### config.mk
export PLATFORM = sky130hd
export DESIGN_NAME = axis_pkt_gen
export DESIGN_NICKNAME = d
export VERILOG_FILES = /design/src/rtl/axis_pkt_gen.sv
export SDC_FILE = /design/constraint.sdc
export NUM_CORES = 1
export LEC_CHECK = 0
export ABC_AREA = 1
export BUFFER_PORTS_ARGS = -buffer_cell sky130_fd_sc_hd__buf_2
export CAP_MARGIN = 20
export CORE_MARGIN = 5
export CORE_UTILIZATION = 54
export CTS_BUF_LIST = sky130_fd_sc_hd__clkbuf_4 sky130_fd_sc_hd__clkbuf_8
export DETAILED_ROUTE_END_ITERATION = 8
export PLACE_DENSITY = 0.79
export SYNTH_ARGS = -nofsm -noshare
export SYNTH_HDL_FRONTEND = slang
export SYNTH_SLANG_ARGS = --single-unit
export TNS_END_PERCENT = 1
### constraint.sdc
create_clock -name clk -period 3.5 [get_ports clk]
set_clock_uncertainty 0.2 [all_clocks]
set_input_delay 0.175 -clock clk [delete_from_list [all_inputs] [get_ports clk]]
set_output_delay 0.175 -clock clk [all_outputs]
set_load 0.005 [all_outputs]
### src/rtl/axis_pkt_gen.sv
// AXI-Stream packet generator: emits a counted or continuous run of packets
// with an incrementing payload from seed, an optional inter-packet gap, and a graceful stop.
module axis_pkt_gen #(
  parameter int unsigned DW    = 8,
  parameter int unsigned LEN_W = 8
) (
  input  logic             clk,
  input  logic             rst,
  input  logic             start,
  input  logic             stop,
  input  logic [15:0]      num_pkts,
  input  logic [LEN_W-1:0] pkt_len,
  input  logic [LEN_W-1:0] gap,
  input  logic [DW-1:0]    seed,
  output logic [DW-1:0]    m_tdata,
  output logic             m_tvalid,
  output logic             m_tlast,
  input  logic             m_tready,
  output logic             busy,
  output logic             done,
  output logic [15:0]      pkt_count
);

  typedef enum logic [1:0] {
    S_IDLE,
    S_SEND,
    S_GAP,
    S_DONE
  } state_e;

  state_e           state_q, state_d;
  logic [15:0]      num_q, num_d;
  logic [LEN_W-1:0] len_q, len_d;
  logic [LEN_W-1:0] gap_q, gap_d;
  logic [DW-1:0]    seed_q, seed_d;
  logic [LEN_W-1:0] beat_q, beat_d;
  logic [LEN_W-1:0] gcnt_q, gcnt_d;
  logic [15:0]      cnt_q, cnt_d;
  logic             stop_q, stop_d;
  logic [DW-1:0]    tdata_q, tdata_d;
  logic             tvalid_q, tvalid_d;
  logic             tlast_q, tlast_d;
  logic             busy_q, busy_d;
  logic             done_q, done_d;

  logic xfer;
  logic stop_now;
  logic last_beat;
  logic run_end;

  always_comb begin
    state_d  = state_q;
    num_d    = num_q;
    len_d    = len_q;
    gap_d    = gap_q;
    seed_d   = seed_q;
    beat_d   = beat_q;
    gcnt_d   = gcnt_q;
    cnt_d    = cnt_q;
    stop_d   = stop_q;

    xfer      = tvalid_q & m_tready;
    stop_now  = stop_q | stop;
    last_beat = (beat_q == len_q - LEN_W'(1));
    run_end   = (num_q != '0) && (({1'b0, cnt_q} + 17'd1) == {1'b0, num_q});

    case (state_q)
      S_IDLE: begin
        stop_d = 1'b0;
        if (start) begin
          num_d   = num_pkts;
          len_d   = (pkt_len == '0) ? LEN_W'(1) : pkt_len;
          gap_d   = gap;
          seed_d  = seed;
          beat_d  = '0;
          cnt_d   = '0;
          state_d = S_SEND;
        end
      end
      S_SEND: begin
        stop_d = stop_now;
        if (xfer) begin
          if (last_beat) begin
            beat_d = '0;
            if (cnt_q != '1) cnt_d = cnt_q + 16'd1;
            if (run_end || stop_now) begin
              state_d = S_DONE;
            end else if (gap_q != '0) begin
              state_d = S_GAP;
              gcnt_d  = gap_q - LEN_W'(1);
            end
          end else begin
            beat_d = beat_q + LEN_W'(1);
          end
        end
      end
      S_GAP: begin
        stop_d = stop_now;
        if (gcnt_q == '0) begin
          state_d = stop_now ? S_DONE : S_SEND;
        end else begin
          gcnt_d = gcnt_q - LEN_W'(1);
        end
      end
      S_DONE:  state_d = S_IDLE;
      default: state_d = S_IDLE;
    endcase

    // Outputs are registered from the next-state view so the beat stays stable while stalled.
    tvalid_d = (state_d == S_SEND);
    tdata_d  = (state_d == S_SEND) ? seed_d + DW'(beat_d) : '0;
    tlast_d  = (state_d == S_SEND) && (beat_d == len_d - LEN_W'(1));
    busy_d   = (state_d != S_IDLE);
    done_d   = (state_d == S_DONE);
  end

  always_ff @(posedge clk) begin
    if (rst) begin
      state_q  <= S_IDLE;
      num_q    <= '0;
      len_q    <= '0;
      gap_q    <= '0;
      seed_q   <= '0;
      beat_q   <= '0;
      gcnt_q   <= '0;
      cnt_q    <= '0;
      stop_q   <= 1'b0;
      tdata_q  <= '0;
      tvalid_q <= 1'b0;
      tlast_q  <= 1'b0;
      busy_q   <= 1'b0;
      done_q   <= 1'b0;
    end else begin
      state_q  <= state_d;
      num_q    <= num_d;
      len_q    <= len_d;
      gap_q    <= gap_d;
      seed_q   <= seed_d;
      beat_q   <= beat_d;
      gcnt_q   <= gcnt_d;
      cnt_q    <= cnt_d;
      stop_q   <= stop_d;
      tdata_q  <= tdata_d;
      tvalid_q <= tvalid_d;
      tlast_q  <= tlast_d;
      busy_q   <= busy_d;
      done_q   <= done_d;
    end
  end

  assign m_tdata   = tdata_q;
  assign m_tvalid  = tvalid_q;
  assign m_tlast   = tlast_q;
  assign busy      = busy_q;
  assign done      = done_q;
  assign pkt_count = cnt_q;

endmodule

# Yosys cells after proc, flatten, opt, wreduce, memory -nomap -nowiden
# Index checks and enable logic that the tools add are counted.
# op_classes
n_addsub,8
n_eq_ne,16
mux,29
n_bitwise,3
reduce_logical,17
# op_table
cell,count
2-to-1 mux 8 bit,13
2-to-1 mux 16 bit,4
case mux 16 bit (2 select lines),1
case mux 8 bit (2 select lines),2
subtractor 8 x 1 -> 8 bit (second input constant),4
adder 16 x 1 -> 17 bit (second input constant),1
equality test 17 x 16 -> 1 bit,1
adder 16 x 1 -> 16 bit (second input constant),1
equality test 8 bit,2
zero test 8 bit,2
!= test 16 bit (second input constant),1
nonzero test 16 bit,1
2-to-1 mux 2 bit,7
!= test 2 bit (second input constant),7
adder 8 x 1 -> 8 bit (second input constant),1
adder 8 bit,1
case mux 2 bit (4 select lines),1
nonzero test 2 bit,4
nonzero test 8 bit,1
equality test 2 bit (second input constant),3
AND reduction 6 bit,1
AND reduction 5 bit,1
equality test 2 x 1 -> 1 bit (second input constant),2
OR reduction 2 bit,2
other kinds (8),9
# word_totals
register_bits,87
in_bits,45
out_inout_bits,28
word_cells,87

# Depth between registers and ports, before layout
# logic_depth
ltp_word,11
ltp_mapped,23
ltp_nobuf,23

# Worst setup path after synthesis
# Ideal clock, no wire load.
# synth_path
path_type,register -> register
from,reg state_q[0]
to,"reg tdata_q[7], in the netlist m_tdata[7]"
setup_time_ns,0.066
t_arrival_ns,3.059
required_time_ns,3.234
path_slack_ns,0.175
stages_incl_launch_ff,22
path_buffers,1
period_less_slack_ns,3.325
cell_sequence,dfxtp_1 -> inv_1 -> ha_1 -> nand2_4 -> inv_2 -> clkbuf_1 -> or2_2 -> o21ai_0 -> inv_1 -> ha_1 -> a21oi_1 -> nand2_1 -> nand2_1 -> nand2_1 -> a21oi_1 -> nor2_1 -> o21ai_0 -> nand2_1 -> xor2_1 -> xor2_1 -> inv_1 -> nor2_1
# synth_via
word_cells_on_any_way,17
classes_between,add/sub (1); eq/ne (4); mux (9); bitwise (1); reduce/logical (2)
# synth_rtl
element,line,source
"start, declared",31,"state_e state_q, state_d;"
"start signal, assigned",134,state_q <= state_d;
zero test 2 bit,67,case (state_q)
2-to-1 mux 8 bit,67,
via seed_d[2],35,"logic [DW-1:0] seed_q, seed_d;"
adder 8 bit,111,tdata_d = (state_d == S_SEND) ? seed_d + DW'(beat_d) : '0;
"end signal, assigned",143,tdata_q <= tdata_d;
"end, declared",40,"logic [DW-1:0] tdata_q, tdata_d;"
# The timed path passes the listed nets, and every way through them passes these cells.
# A chain may end at the register's enable or synchronous reset.

# Final worst setup path
# layout_path
from,reg len_q[1]
to,"reg tdata_q[7], in the netlist m_tdata[7]"
# layout_via
word_cells_on_any_way,12
classes_between,add/sub (2); eq/ne (2); mux (6); bitwise (1); reduce/logical (1)
# layout_rtl
element,line,source
"start, declared",33,"logic [LEN_W-1:0] len_q, len_d;"
"start signal, assigned",136,len_q <= len_d;
subtractor 8 x 1 -> 8 bit,64,last_beat = (beat_q == len_q - LEN_W'(1));
equality test 8 bit,64,
2-to-1 mux 8 bit,83,if (last_beat) begin
2-to-1 mux 8 bit,82,if (xfer) begin
case mux 8 bit (2 select lines),67,
via beat_d[2],36,"logic [LEN_W-1:0] beat_q, beat_d;"
adder 8 bit,111,
# The timed path passes the listed nets, and every way through them passes these cells.

==> results.py <==
metrics = {
    "outcome": {
        "outcome": "finished, final reports clean",
    },
    "die": {
        "core_sq_mm": 0.00964,
        "start_util_pct": 54.6,
        "num_rows": 36,
        "die_area_sq_mm": 0.0118,
        "io_pins": 73,
        "die_w_um": 109,
        "die_h_um": 109,
    },
    "timing": {
        "rsz0062_at_grt": "yes",
        "fmax_mhz": 300,
        "setup_slack_ns": 0.168,
        "setup_viol": 0,
        "post-route-period-util_pct": 95.2,
        "fin_crit_ns": 3.33,
        "hold_viol": 0,
        "worst_pin_slew_ns": 0.596,
        "relSlewSlack_pct": 60.3,
        "slew_violations": 0,
    },
    "logic_synthesis": {
        "synth-seq-area-share_pct": 33.1,
        "yosysWarnings": 0,
        "yosys-top-cells-area": "dfxtp_1 (33%), nand2_1 (13%), nor2_1 (7.0%), inv_1 (6.8%), nand3_1 (6.2%)",
        "syn_area_sq_mm": 0.00527,
        "yosysTopAreaCellShare_pct": 33.1,
        "synthesis.nets": 854,
        "yosys.area.top_type": "dfxtp_1",
        "ys_ff_latch": 87,
        "syn_avg_cell_area_sq_um": 6.65,
        "async_flop_share_pct": 0,
        "synth.distinct_cells": 37,
        "synthFlopType": "dfxtp_1",
        "yosys-top-cells-count": "nand2_1 (185), nor2_1 (98), inv_1 (95)",
        "synth.most_common_cell": "nand2_1",
        "synth_edf_count": 0,
        "syn_inst": 792,
    },
    "drt": {
        "dr.first_iter.drc_count": 387,
        "wire_per_inst_um": 13.1,
        "vias": 5297,
        "firstDrtPassIters": 8,
        "drc": 0,
        "via_per_inst": 5.07,
        "wirelength_um": 13700,
        "ant_nets": 0,
    },
    "worst_setup_path": {
        "critPathArrivalTime_ns": 3.44,
        "required_ns": 3.61,
        "cp_max_fo": 5,
        "critPathLaunchType": "register",
        "regToRegStartpoint": "len_q[1]$_SDFF_PP0_",
        "startpoint": "len_q[1]$_SDFF_PP0_",
        "r2r_cells": 23,
        "worst_setup_path_end_kind": "register",
        "regToRegSetupSlack_ns": 0.17,
        "r2r-end": "m_tdata[7]$_SDFF_PP0_",
        "crit_type": "reg -> reg",
    },
    "layout": {
        "antennaDiodeCount": 0,
        "drive_gt1_share_pct": 17.7,
        "fillers": 861,
        "final_cell_area_sq_mm": 0.00646,
        "syn_to_final_growth_pct": 22.6,
        "nets": 968,
    },
    "grt": {
        "grt_usage_pct": 24.1,
        "grt_pass1_vias": 4979,
        "grt_max_degree": 46,
        "grt_pass1_wl_um": 22900,
        "antenna_found_initial": 0,
        "overflow": 0,
    },
    "power": {
        "powerDensity_mw_per_mm2": 395,
        "total_leakage_power_nw": 2.97,
        "peakVddDrop_mv": 0.236,
        "fin_total_pwr_mw": 2.55,
    },
    "worst_hold_path": {
        "holdPathStages": 5,
        "min_to": "state_q[0]$_SDFF_PP0_",
        "hold_class": "in -> reg",
        "holdCritStartpoint": "start",
    },
    "run": {
        "maxCapViolCount": 0,
    },
    "placement": {
        "pre_cts_slack_ns": -0.0394,
        "place_congestion": 0.928,
        "portBuffers": 72,
        "dp_hpwl_um": 9600,
        "dpl_cell_area_sq_mm": 0.00578,
    },
    "clocking": {
        "root_buffer": "clkbuf_8",
        "clock_path_buffers": 2,
        "clk_latency_ns": 0.37,
        "cts_tree": "done",
        "clk_pin_slew_worst_paths_ns": 0.09,
        "cts_made_buffers": 9,
        "cts.sinks": 87,
        "h-tree-depth": 3,
    },
}
==> worst max-delay path, stage by stage, from the launching register on <==
cell	delay (ns)
dfxtp_1	0.33
inv_1	0.07
ha_2	0.19
nand3_2	0.10
nor2_1	0.16
xor2_1	0.15
nand2_1	0.07
nor2_2	0.12
nand3_2	0.14
nand3_1	0.12
nand2_2	0.08
ha_4	0.24
a21oi_2	0.17
nand2_1	0.06
nand2_1	0.08
nand2_1	0.07
a21oi_2	0.16
nor2_1	0.05
o21ai_1	0.14
nand2_1	0.11
xor2_2	0.14
xor2_1	0.16
inv_1	0.05
nor2_1	0.08
==> cell type report <==
| class | instances | area, sq um | share of cell area, % |
|---|---|---|---|
| Clock buffer | 11 | 151 | 2.34 |
| Clock inverter | 5 | 40.0 | 0.620 |
| Inverter | 97 | 364 | 5.64 |
| Multi-Input combinational cell | 584 | 3120 | 48.3 |
| Sequential cell | 87 | 1750 | 27.0 |
| Tap cell | 133 | 166 | 2.58 |
| Timing Repair Buffer | 127 | 871 | 13.5 |
==> where the power goes <==
part           internal [mW]  total, mW  switching (mW)
sequential              1.07       1.13          0.0613
combinational          0.302      0.733           0.432
clock                  0.300      0.686           0.385
==> cell usage in the layout, fill, tap and decap left out, drive strengths merged, types with 2 or more instances in the layout <==
| cell type | instances |
|---|---|
| xnor2 | 14 |
| a21oi | 46 |
| nor4 | 4 |
| a211oi | 15 |
| or2 | 10 |
| o21bai | 2 |
| a31oi | 11 |
| mux2i | 6 |
| dfxtp | 87 |
| nor2 | 110 |
| nand2 | 192 |
| o21ai | 50 |
| clkinvlp | 3 |
| inv | 98 |
| o22ai | 2 |
| o31ai | 2 |
| buf | 88 |
| nand3 | 66 |
| dlygate4sd3 | 39 |
| ha | 16 |
| clkbuf | 11 |
| nand4 | 13 |
| xor2 | 19 |
| nand3b | 3 |
==> cells by family (layout without fill, tap and decap cells) <==
logic type	after synthesis	in the layout	share of synthesized area, %
multiplexers	6	6	1.14
XOR/XNOR	33	33	5.49
AO/OA/AOI/OAI	128	128	13.9
adder cells (fa/ha/maj)	17	17	4.18
flip-flops	87	87	33.1
buffers and inverters	121	240	8.98
AND/OR/NAND/NOR	400	400	33.3
==> per-layer routing <==
layer / routed length [um] / share of wire (%) / track usage, %
met1: 6370 / 46 / 32.1
met2: 6310 / 46 / 39.8
met3: 799 / 5.8 / 3.91
met4: 217 / 1.6 / 8.21
met5: 0 / 0 / 0
==> worst max path at each step <==
stage / end / cells past startpoint / slack [ns]
finish: m_tdata[7]$_SDFF_PP0_ / 23 / 0.17
global route: m_tdata[7]$_SDFF_PP0_ / 23 / -0.11
CTS: m_tdata[7]$_SDFF_PP0_ / 23 / 0.007
detailed placement: m_tdata[7]$_SDFF_PP0_ / 23 / -0.04
global placement: m_tdata[7]$_SDFF_PP0_ / 23 / 0.1
floorplan: m_tdata[7]$_SDFF_PP0_ / 21 / 0.17
==> flip-flops by register name (all words and copies together) (netlist names), 2 cells and up <==
| name | flops |
|---|---|
| num_q | 16 |
| pkt_count | 16 |
| beat_q | 8 |
| gap_q | 8 |
| gcnt_q | 8 |
| len_q | 8 |
| m_tdata | 8 |
| seed_q | 8 |
| state_q | 2 |
==> timing repair <==
action	CTS	global route
endpoints found under the setup margin	1	2
hold buffers	39	0
gates cloned	0	0
hold endpoints to repair	39	0
resized for setup	2	18
buffers inserted	0	3
pin swaps	0	7
==> per-stage QoR <==
step | util (%) | hold WS (ns) | TNS (ns) | std cells
finish | 67.0 | 0.0568 | 0 | 1044
CTS | 66.1 | 0.0543 | 0 | 1041
floorplan | - | 0.142 | 0 | 792
detailed placement | 60.0 | 0.234 | -0.0394 | 986
global placement | 60.0 | 0.238 | 0 | 986
global route | 67.0 | 0.109 | -0.138 | 1044
No activity file was read; power rests on OpenSTA's default activity.
